<file path="src/rtl/branch_history_table.sv">
// 2-bit pattern-history table with branch resolution, redirect and perf counters.
// Optional same-cycle read bypass of a colliding update: define BHT_BYPASS_EN.
`ifndef ADDR_SIZE
`define ADDR_SIZE 32
`endif

module branch_history_table #(
   parameter int unsigned INDEX_BITS = 6,
   parameter int unsigned CNT_W      = 32
) (
   input  logic                  clk,
   input  logic                  reset,
   input  logic [`ADDR_SIZE-1:0] rd_pc,
   output logic [1:0]            rd_state,
   input  logic                  upd_valid,
   input  logic [`ADDR_SIZE-1:0] upd_pc,
   input  logic                  upd_taken,
   input  logic [`ADDR_SIZE-1:0] upd_pred_pc,
   input  logic [`ADDR_SIZE-1:0] upd_actual_pc,
   output logic                  mispredict,
   output logic [`ADDR_SIZE-1:0] redirect_pc,
   output logic                  init_busy,
   output logic [CNT_W-1:0]      branch_cnt,
   output logic [CNT_W-1:0]      miss_cnt
);

   localparam int unsigned Entries = 1 << INDEX_BITS;

   localparam logic [0:0] StInit = 1'b0;
   localparam logic [0:0] StRun  = 1'b1;

   logic [0:0]            state_q, state_d;
   logic [INDEX_BITS-1:0] ptr_q, ptr_d;
   logic [CNT_W-1:0]      branch_cnt_q, branch_cnt_d;
   logic [CNT_W-1:0]      miss_cnt_q, miss_cnt_d;
   logic [1:0]            table_q [Entries];

   logic [INDEX_BITS-1:0] rd_idx, upd_idx;
   logic [1:0]            upd_old, upd_new;
   logic                  clear_we, upd_we;

   assign rd_idx  = rd_pc[INDEX_BITS+1:2];
   assign upd_idx = upd_pc[INDEX_BITS+1:2];

   // PC bits outside the index field do not participate (untagged table).
   logic unused_pc_bits;
   assign unused_pc_bits = ^{rd_pc[`ADDR_SIZE-1:INDEX_BITS+2], rd_pc[1:0],
                             upd_pc[`ADDR_SIZE-1:INDEX_BITS+2], upd_pc[1:0]};

   assign upd_old  = table_q[upd_idx];
   assign clear_we = (state_q == StInit);
   assign upd_we   = (state_q == StRun) && upd_valid && !reset;

   always_comb begin
      upd_new = upd_old;
      if (upd_taken) begin
         if (upd_old != 2'b11) upd_new = upd_old + 2'b01;
      end else begin
         if (upd_old != 2'b00) upd_new = upd_old - 2'b01;
      end
   end

   assign mispredict  = upd_valid && (upd_pred_pc != upd_actual_pc);
   assign redirect_pc = upd_valid ? upd_actual_pc : '0;
   assign init_busy   = (state_q == StInit);
   assign branch_cnt  = branch_cnt_q;
   assign miss_cnt    = miss_cnt_q;

   always_comb begin
      rd_state = table_q[rd_idx];
      if (state_q == StInit) begin
         rd_state = 2'b00;
`ifdef BHT_BYPASS_EN
      end else if (upd_we && (rd_idx == upd_idx)) begin
         rd_state = upd_new;
`endif
      end
   end

   always_comb begin
      state_d      = state_q;
      ptr_d        = ptr_q;
      branch_cnt_d = branch_cnt_q;
      miss_cnt_d   = miss_cnt_q;
      if (state_q == StInit) begin
         ptr_d = ptr_q + 1'b1;
         if (ptr_q == {INDEX_BITS{1'b1}}) state_d = StRun;
      end
      if (upd_valid) branch_cnt_d = branch_cnt_q + CNT_W'(1);
      if (mispredict) miss_cnt_d = miss_cnt_q + CNT_W'(1);
   end

   always_ff @(posedge clk) begin
      if (reset) begin
         state_q      <= StInit;
         ptr_q        <= '0;
         branch_cnt_q <= '0;
         miss_cnt_q   <= '0;
      end else begin
         state_q      <= state_d;
         ptr_q        <= ptr_d;
         branch_cnt_q <= branch_cnt_d;
         miss_cnt_q   <= miss_cnt_d;
      end
   end

   // Storage has no reset of its own; the clear walk initialises it.
   always_ff @(posedge clk) begin
      if (clear_we) begin
         table_q[ptr_q] <= 2'b00;
      end else if (upd_we) begin
         table_q[upd_idx] <= upd_new;
      end
   end

endmodule

</file>
<file path="config.mk">
export PLATFORM = sky130hd
export DESIGN_NAME = branch_history_table
export DESIGN_NICKNAME = d
export VERILOG_FILES = /design/src/rtl/branch_history_table.sv
export SDC_FILE = /design/constraint.sdc
export NUM_CORES = 1
export LEC_CHECK = 0
export ABC_AREA = 0
export CORE_ASPECT_RATIO = 0.5
export CORE_MARGIN = 4
export CORE_UTILIZATION = 51
export CTS_BUF_LIST = sky130_fd_sc_hd__clkbuf_8 sky130_fd_sc_hd__clkbuf_16
export CTS_CLUSTER_DIAMETER = 80
export DETAILED_ROUTE_END_ITERATION = 6
export GPL_ROUTABILITY_DRIVEN = 0
export PLACE_DENSITY = 0.81
export SLEW_MARGIN = 30
export SYNTH_ARGS = -nofsm -noshare
export SYNTH_HDL_FRONTEND = slang
export SYNTH_SLANG_ARGS = --single-unit
</file>
<file path="constraint.sdc">
create_clock -name clk -period 6.4 [get_ports clk]
set_input_delay 0.96 -clock clk [delete_from_list [all_inputs] [get_ports clk]]
set_output_delay 0.96 -clock clk [all_outputs]
set_load 0.01 [all_outputs]
</file>
Word level (Yosys, flattened, before mapping) --
Memories as Yosys holds them, arrays and structs flattened. Cells that the tools add are included. W data, S select, Z words.
Cells by class: reduce and logical (&&, ||, !) cells 6, $add $sub $neg 5, muxes and demuxes 14, bitwise logic cells 1, equal/unequal tests 3
Operators with widths (count):
- $add A32 B1 Y32 const B | 2
- $mux W32 | 1
- $ne A32 B32 Y1 | 1
- $mux W2 | 5
- $mux W1 | 7
- $add A6 B1 Y6 const B | 1
- $eq A6 B6 Y1 const B | 1
- $mux W6 | 1
- $logic_and A1 B1 Y1 | 3
- $add A2 B1 Y2 const B | 1
- $ne A2 B2 Y1 const B | 1
- $reduce_bool A2 Y1 | 1
- $reduce_or A2 Y1 | 1
- $sub A2 B1 Y2 const B | 1
- $logic_not A1 Y1 | 1
- $not A1 Y1 | 1
Word-level totals: memory bits (writable) 128, output and inout port bits 100, memories kept 1, flip-flop bits (word level) 71, input port bits 132, word-level logic and storage cells 34
Memory list:
- table_q | depth 64, width 2, rd ports 2, clocked after memory_dff 0, wr ports 1, line 36 | logic [1:0] table_q [Entries];

Depth between registers and ports, before layout --
Gate-level depths: netlist of run 1.
word-level depth 7, gate-level depth with buffers 9, depth with buffers taken out 7

Least setup slack after synthesis of run 1 --
No wires, ideal clock.
kind input -> register, from input port upd_pc[3], to memory table_q[0][0], data pin, slack 1.400 ns, stages 8, arrival time 4.452 ns, buffers on the path 2, required time 5.852 ns, library setup time 0.548 ns, cells stage by stage clkbuf_1 > clkbuf_1 > mux4_2 > a22oi_1 > a21oi_1 > nor4_1 > o21ai_0 > a21oi_1
Between the ends: word-level cells in the longest chain between the ends 5, elaborated cells between the ends (all ways) 9, classes of those cells 2 x add/sub; 1 x eq/ne; 4 x mux; 1 x reduce/logical; 1 x memory
Ends and longest elaborated chain:
- start: declaration | line 16 | input logic [`ADDR_SIZE-1:0] upd_pc,
- $mem_v2 Z64 W2 *
- $sub A2 B1 Y2, or another cell as far along | line 59 | if (upd_old != 2'b00) upd_new = upd_old - 2'b01;
- $mux W2 (on tied branches) | line 59, 57
- $mux W2 * | line 56 | if (upd_taken) begin
- $mux W2 (no source line) *
- end: declaration | line 36
Every way passes the cells marked *; elsewhere a longest branch is shown, timed or not.

Final worst setup path of run 1 --
from input port rd_pc[3], to output port rd_state[0]
Between the ends: word-level cells in the longest chain between the ends 2
Ends and longest elaborated chain:
- start: declaration | line 13 | input logic [`ADDR_SIZE-1:0] rd_pc,
- $mem_v2 Z64 W2
- $mux W2 | line 71 | if (state_q == StInit) begin
- end: declaration | line 14 | output logic [1:0] rd_state,
Every way passes these cells.

==> impl_metrics.tcl, run 1 <==
set metrics [dict create \
    place_ws_ps 1570 \
    skew_ps 14.5 \
    hold_class "reg -> reg" \
    area_growth_pct 25.5 \
    ioPinCount 232 \
    gr-max-usage-layer "met2" \
    finalHoldViolCount 0 \
    fin_crit_ps 4830 \
    chipWidth_um 207 \
    synthArstFlopShare_pct 0 \
    tightest_slew_ps 862 \
    globalRouteOverflowTotal 0 \
    yosysWarnings 0 \
    ys_seq_area_share_pct 51.9 \
    synth_commonest_cells "128 x edfxtp_1, 111 x nor2_1, 74 x mux4_2, 71 x dfxtp_1, 49 x xor2_1" \
    post_cts_buffers 0 \
    netlist_area_um2 10100 \
    total_power_mw 2.65 \
    initial_utilization_pct 52.0 \
    dp_hpwl_mm 19.2 \
    ctsHtreeMaxLevel 4 \
    io_buffers 179 \
    postLayoutCoreUtil_pct 65.3 \
    setup_tns_ps 0 \
    numCtsBuffers 17 \
    fp.dieH_um 108 \
    whs_ps 500 \
    antenna_found_initial 3 \
    rsz0062_at_grt "no" \
    post_drt_wl_per_cell_um 21.5 \
    row_count 36 \
    cts-resized-gates 0 \
    yosysTopAreaCellShare_pct 37.9 \
    num-nets-final 1135 \
    slew_headroom_pct 42.4 \
    cp-end-kind "output port" \
    drt_iter0_drc 753 \
    met1_usage_pct 30.2 \
    placed_area_um2 12200 \
    ctsHoldBuffers 0 \
    synthesis.nets 971 \
    synthDistinctLibCells 46 \
    clk_latency_ps 440 \
    final_area_um2 12700 \
    synth_top_cell_by_area "edfxtp_1" \
    critPathKind "in -> out" \
    arrival_ps 3870 \
    path_clk_slew_ps 70 \
    critical_path.startpoint_type "input pin" \
    viasPerCell 6.02 \
    clk_path_buf_depth 2 \
    synth-main-ff-cell "edfxtp_1" \
    grt_pass1_vias 7880 \
    synth_edf_count 128 \
    grt_use_met3_pct 6.40 \
    cts.sinks 199 \
    layout_setup_ws_ps 1570 \
    slew_violations 0 \
    grt_max_degree 71 \
    grtUsageMet2_pct 42.0 \
    dr.pass1.iters 5 \
    routed_wirelength_mm 27.5 \
    drive_gt1_share_pct 12.4 \
    dieArea_um2 22400 \
    ctsRootBufferMaster "clkbuf_16" \
    grt_first_pass_wirelength_mm 42.4 \
    synth_seq_cells 199 \
    placedCellCount 1247 \
    num_vias 7720 \
    max_cap_viol_count 0 \
    drc_errors 0 \
    synthCells 836 \
    yosysMostFrequentCell "edfxtp_1" \
    p_per_area_nw_per_um2 208 \
    syn_avg_cell_area_um2 12.1 \
    cp_max_fo 32 \
    cts_tree "built" \
    p_leak_nw 4.28 \
    grt_usage_pct 24.5 \
    core_um2 19500 \
    setup-violations-final 0 \
    cp.required_ps 5440 \
    fin_crit_sh_pct 75.4 \
    vdd_ir_drop_max_uv 184 \
    status "finished, final reports clean" \
    ant_nets 0 \
    yosys-top-cells-area "edfxtp_1 38%, mux4_2 16%, dfxtp_1 14%" \
    fmax_ghz 0.207 \
    fin_cells 1282 \
]
[kinds of logic after synthesis]
| family | Yosys count | synth area share (%) |
|---|---|---|
| AND/OR/NAND/NOR | 321 | 16.1 |
| AO/OA/AOI/OAI | 110 | 6.58 |
| XOR/XNOR | 67 | 5.78 |
| buffers and inverters | 58 | 2.47 |
| multiplexers | 78 | 16.8 |
| flip-flops | 199 | 51.9 |
| adder cells (fa/ha/maj) | 3 | 0.370 |
[final timing paths]
check             slack (ps)          start  cells after the start             end
setup / recovery        1570       rd_pc[3]                      7     rd_state[0]
hold / removal           500   miss_cnt[30]                      2    miss_cnt[30]
setup reg to reg        3340  table_q[8][0]                      7  table_q[18][0]
hold reg to reg          500   miss_cnt[30]                      2    miss_cnt[30]
[power by group]
| group | leakage (nW) | internal [mW] | switching (mW) |
|---|---|---|---|
| clock network | 0.272 | 0.515 | 0.522 |
| registers | 1.97 | 1.36 | 0.00915 |
| logic | 2.04 | 0.129 | 0.121 |
| total | 4.28 | 2.00 | 0.652 |
[critical path: stages]
cell	delay, ps
clkdlybuf4s50_1	450
buf_4	400
mux4_2	410
mux4_2	500
mux4_2	470
and2_1	180
clkdlybuf4s50_1	470
[placed cells by master, fill, tap and decap left out, types with 6 or more instances in the layout]
cell and n:
a21oi_1 38, a22oi_1 16, and2_1 39, and3_1 8, buf_4 10, clkbuf_16 17
clkdlybuf4s50_1 176, dfxtp_1 71, edfxtp_1 128, inv_1 13, inv_8 6, mux4_2 74
nand2_1 43, nand3_1 22, nand4_1 16, nor2_1 111, nor2b_1 7, nor3_1 8
nor4_1 11, o21ai_0 24, o31ai_1 15, or3_1 25, or4_1 15, xnor2_1 18
xor2_1 49
[metal layers]
| metal | vias to the layer above | part of all wire (%) |
|---|---|---|
| li1 | 3513 | - |
| met1 | 3756 | 38 |
| met2 | 401 | 50 |
| met3 | 50 | 9.5 |
| met4 | 0 | 2.8 |
| met5 | - | 0 |
[layout make-up]
class	count	area, um2
antenna	3	7.51
clock buffer	17	425
clock inverter	15	131
fill	1421	6770
inverter	13	48.8
multi-input combinational	579	4650
sequential	199	5270
tap	266	333
timing repair buffer	190	1870
[sequential cells by signal, indices dropped and copies added (netlist names)]
signal and cells:
table_q 128, branch_cnt 32, miss_cnt 32, ptr_q 6, state_q 1
(Power assumes the default switching activity.)
==> run 2: changes to the inputs <==
clock period = 4.8 ns   (was 6.4 ns; I/O delays follow)
==> run 2 against run 1 <==
Effect of this change: total power grew 35%; clock skew rose by 0.60 ps; wire length is essentially flat; via count up 0.21%; critical endpoint unchanged; clock-buffer cell count unchanged; largest power group unchanged; critical path type unchanged.
==> impl_metrics.tcl, run 2 (synthesis results as in run 1) <==
set metrics [dict create \
    status "finished, final reports clean" \
    ioPinCount 232 \
    drive_gt1_share_pct 12.6 \
    grt_use_met3_pct 6.61 \
    arrival_ps 3540 \
    critPathKind "in -> out" \
    dieArea_um2 22400 \
    fmax_ghz 0.235 \
    setup-violations-final 0 \
    clk_path_buf_depth 2 \
    hold_class "reg -> reg" \
    routed_wirelength_mm 27.5 \
    top_register "table_q" \
    drt_iter0_drc 730 \
    grtUsageMet2_pct 42.4 \
    layout_commonest_cell "clkdlybuf4s50_1" \
    numCtsBuffers 17 \
    core_um2 19500 \
    num-nets-final 1139 \
    num_vias 7736 \
    post_cts_buffers 0 \
    fp.dieH_um 108 \
    cts.sinks 199 \
    skew_ps 15.1 \
    p_leak_nw 4.32 \
    rsz0062_at_grt "no" \
    dr.pass1.iters 5 \
    clk_latency_ps 430 \
    ctsHoldBuffers 0 \
    row_count 36 \
    critical_path.startpoint_type "input pin" \
    post_drt_wl_per_cell_um 21.4 \
    io_buffers 179 \
    initial_utilization_pct 52.0 \
    largest_reg_flops 128 \
    chipWidth_um 207 \
    cts_tree "built" \
    setup_tns_ps 0 \
    viasPerCell 6.01 \
    final_cell_mix "176 x clkdlybuf4s50_1, 128 x edfxtp_1, 111 x nor2_1" \
    cts-resized-gates 0 \
    finalHoldViolCount 0 \
    ant_nets 0 \
    grt_usage_pct 24.6 \
    ctsRootBufferMaster "clkbuf_16" \
    ctsHtreeMaxLevel 4 \
    globalRouteOverflowTotal 0 \
    p_per_area_nw_per_um2 279 \
    slew_headroom_pct 41.9 \
    cp.required_ps 4080 \
    drc_errors 0 \
    dp_hpwl_mm 19.6 \
    fin_crit_ps 4260 \
    grt_max_degree 72 \
    vdd_ir_drop_max_uv 224 \
    area_growth_pct 26.2 \
    slew_violations 0 \
    grt_pass1_vias 7833 \
    cp_max_fo 15 \
    postLayoutCoreUtil_pct 65.7 \
    max_cap_viol_count 0 \
    met1_usage_pct 30.8 \
    grt_first_pass_wirelength_mm 42.5 \
    tightest_slew_ps 866 \
    gr-max-usage-layer "met2" \
    cp-end-kind "output port" \
    total_power_mw 3.58 \
    fin_crit_sh_pct 88.8 \
    path_clk_slew_ps 70 \
    antenna_found_initial 3 \
]
run 2: cell count changes in the layout (fill, tap and decap cells not counted), sizes merged:
cell	delta
clkinvlp	-2
diode	+1
buf	+4
inv	+2
clkinv	-1
bufinv	+1
run 2: path summary, 6_finish.rpt:
path                       start        endpoint  slack [ps]  cells after the start
hold reg to reg     miss_cnt[31]    miss_cnt[31]         490                      2
setup / recovery        rd_pc[2]     rd_state[0]         540                      7
hold / removal      miss_cnt[31]    miss_cnt[31]         490                      2
setup reg to reg  table_q[29][1]  table_q[38][1]        1840                      7
run 2: per-stage QoR:
stage | cell area, um2 | instances | hold WS (ps) | setup slack, ps
after detailed placement | 12200 | 1251 | 480 | 551
after global routing | 12800 | 1286 | 507 | 418
after CTS | 12800 | 1283 | 490 | 499
after floorplan | 10100 | 836 | 496 | 40.1
final | 12800 | 1287 | 485 | 536
after global placement | 12200 | 1251 | 460 | 564
run 2: cell type report:
class	count	area, um2
repair buffers	194	1910
clock inverters	15	156
fillers	1452	6700
inverters	13	48.8
multi-input cells	579	4650
well taps	266	333
flip-flops and latches	199	5270
clock buffers	17	425
diodes	4	10.0
run 2: critical path, cell delays in order:
cell and delay (ps):
buf_2 400, buf_12 250, mux4_2 550, mux4_2 520, mux4_2 450, and2_1 170
clkdlybuf4s50_1 470
run 2: power by group:
| part | total, mW | leakage [nW] | internal, mW | switching, mW |
|---|---|---|---|---|
| clock network | 1.42 | 0.287 | 0.740 | 0.676 |
| logic | 0.337 | 2.06 | 0.176 | 0.162 |
| registers | 1.82 | 1.97 | 1.81 | 0.0123 |
| total | 3.58 | 4.32 | 2.73 | 0.850 |
run 2: per-layer routing:
metal | vias up | part of all wire [%]
li1 | 3515 | -
met1 | 3781 | 38
met2 | 403 | 50
met3 | 37 | 9.8
met4 | 0 | 2.0
met5 | - | 0
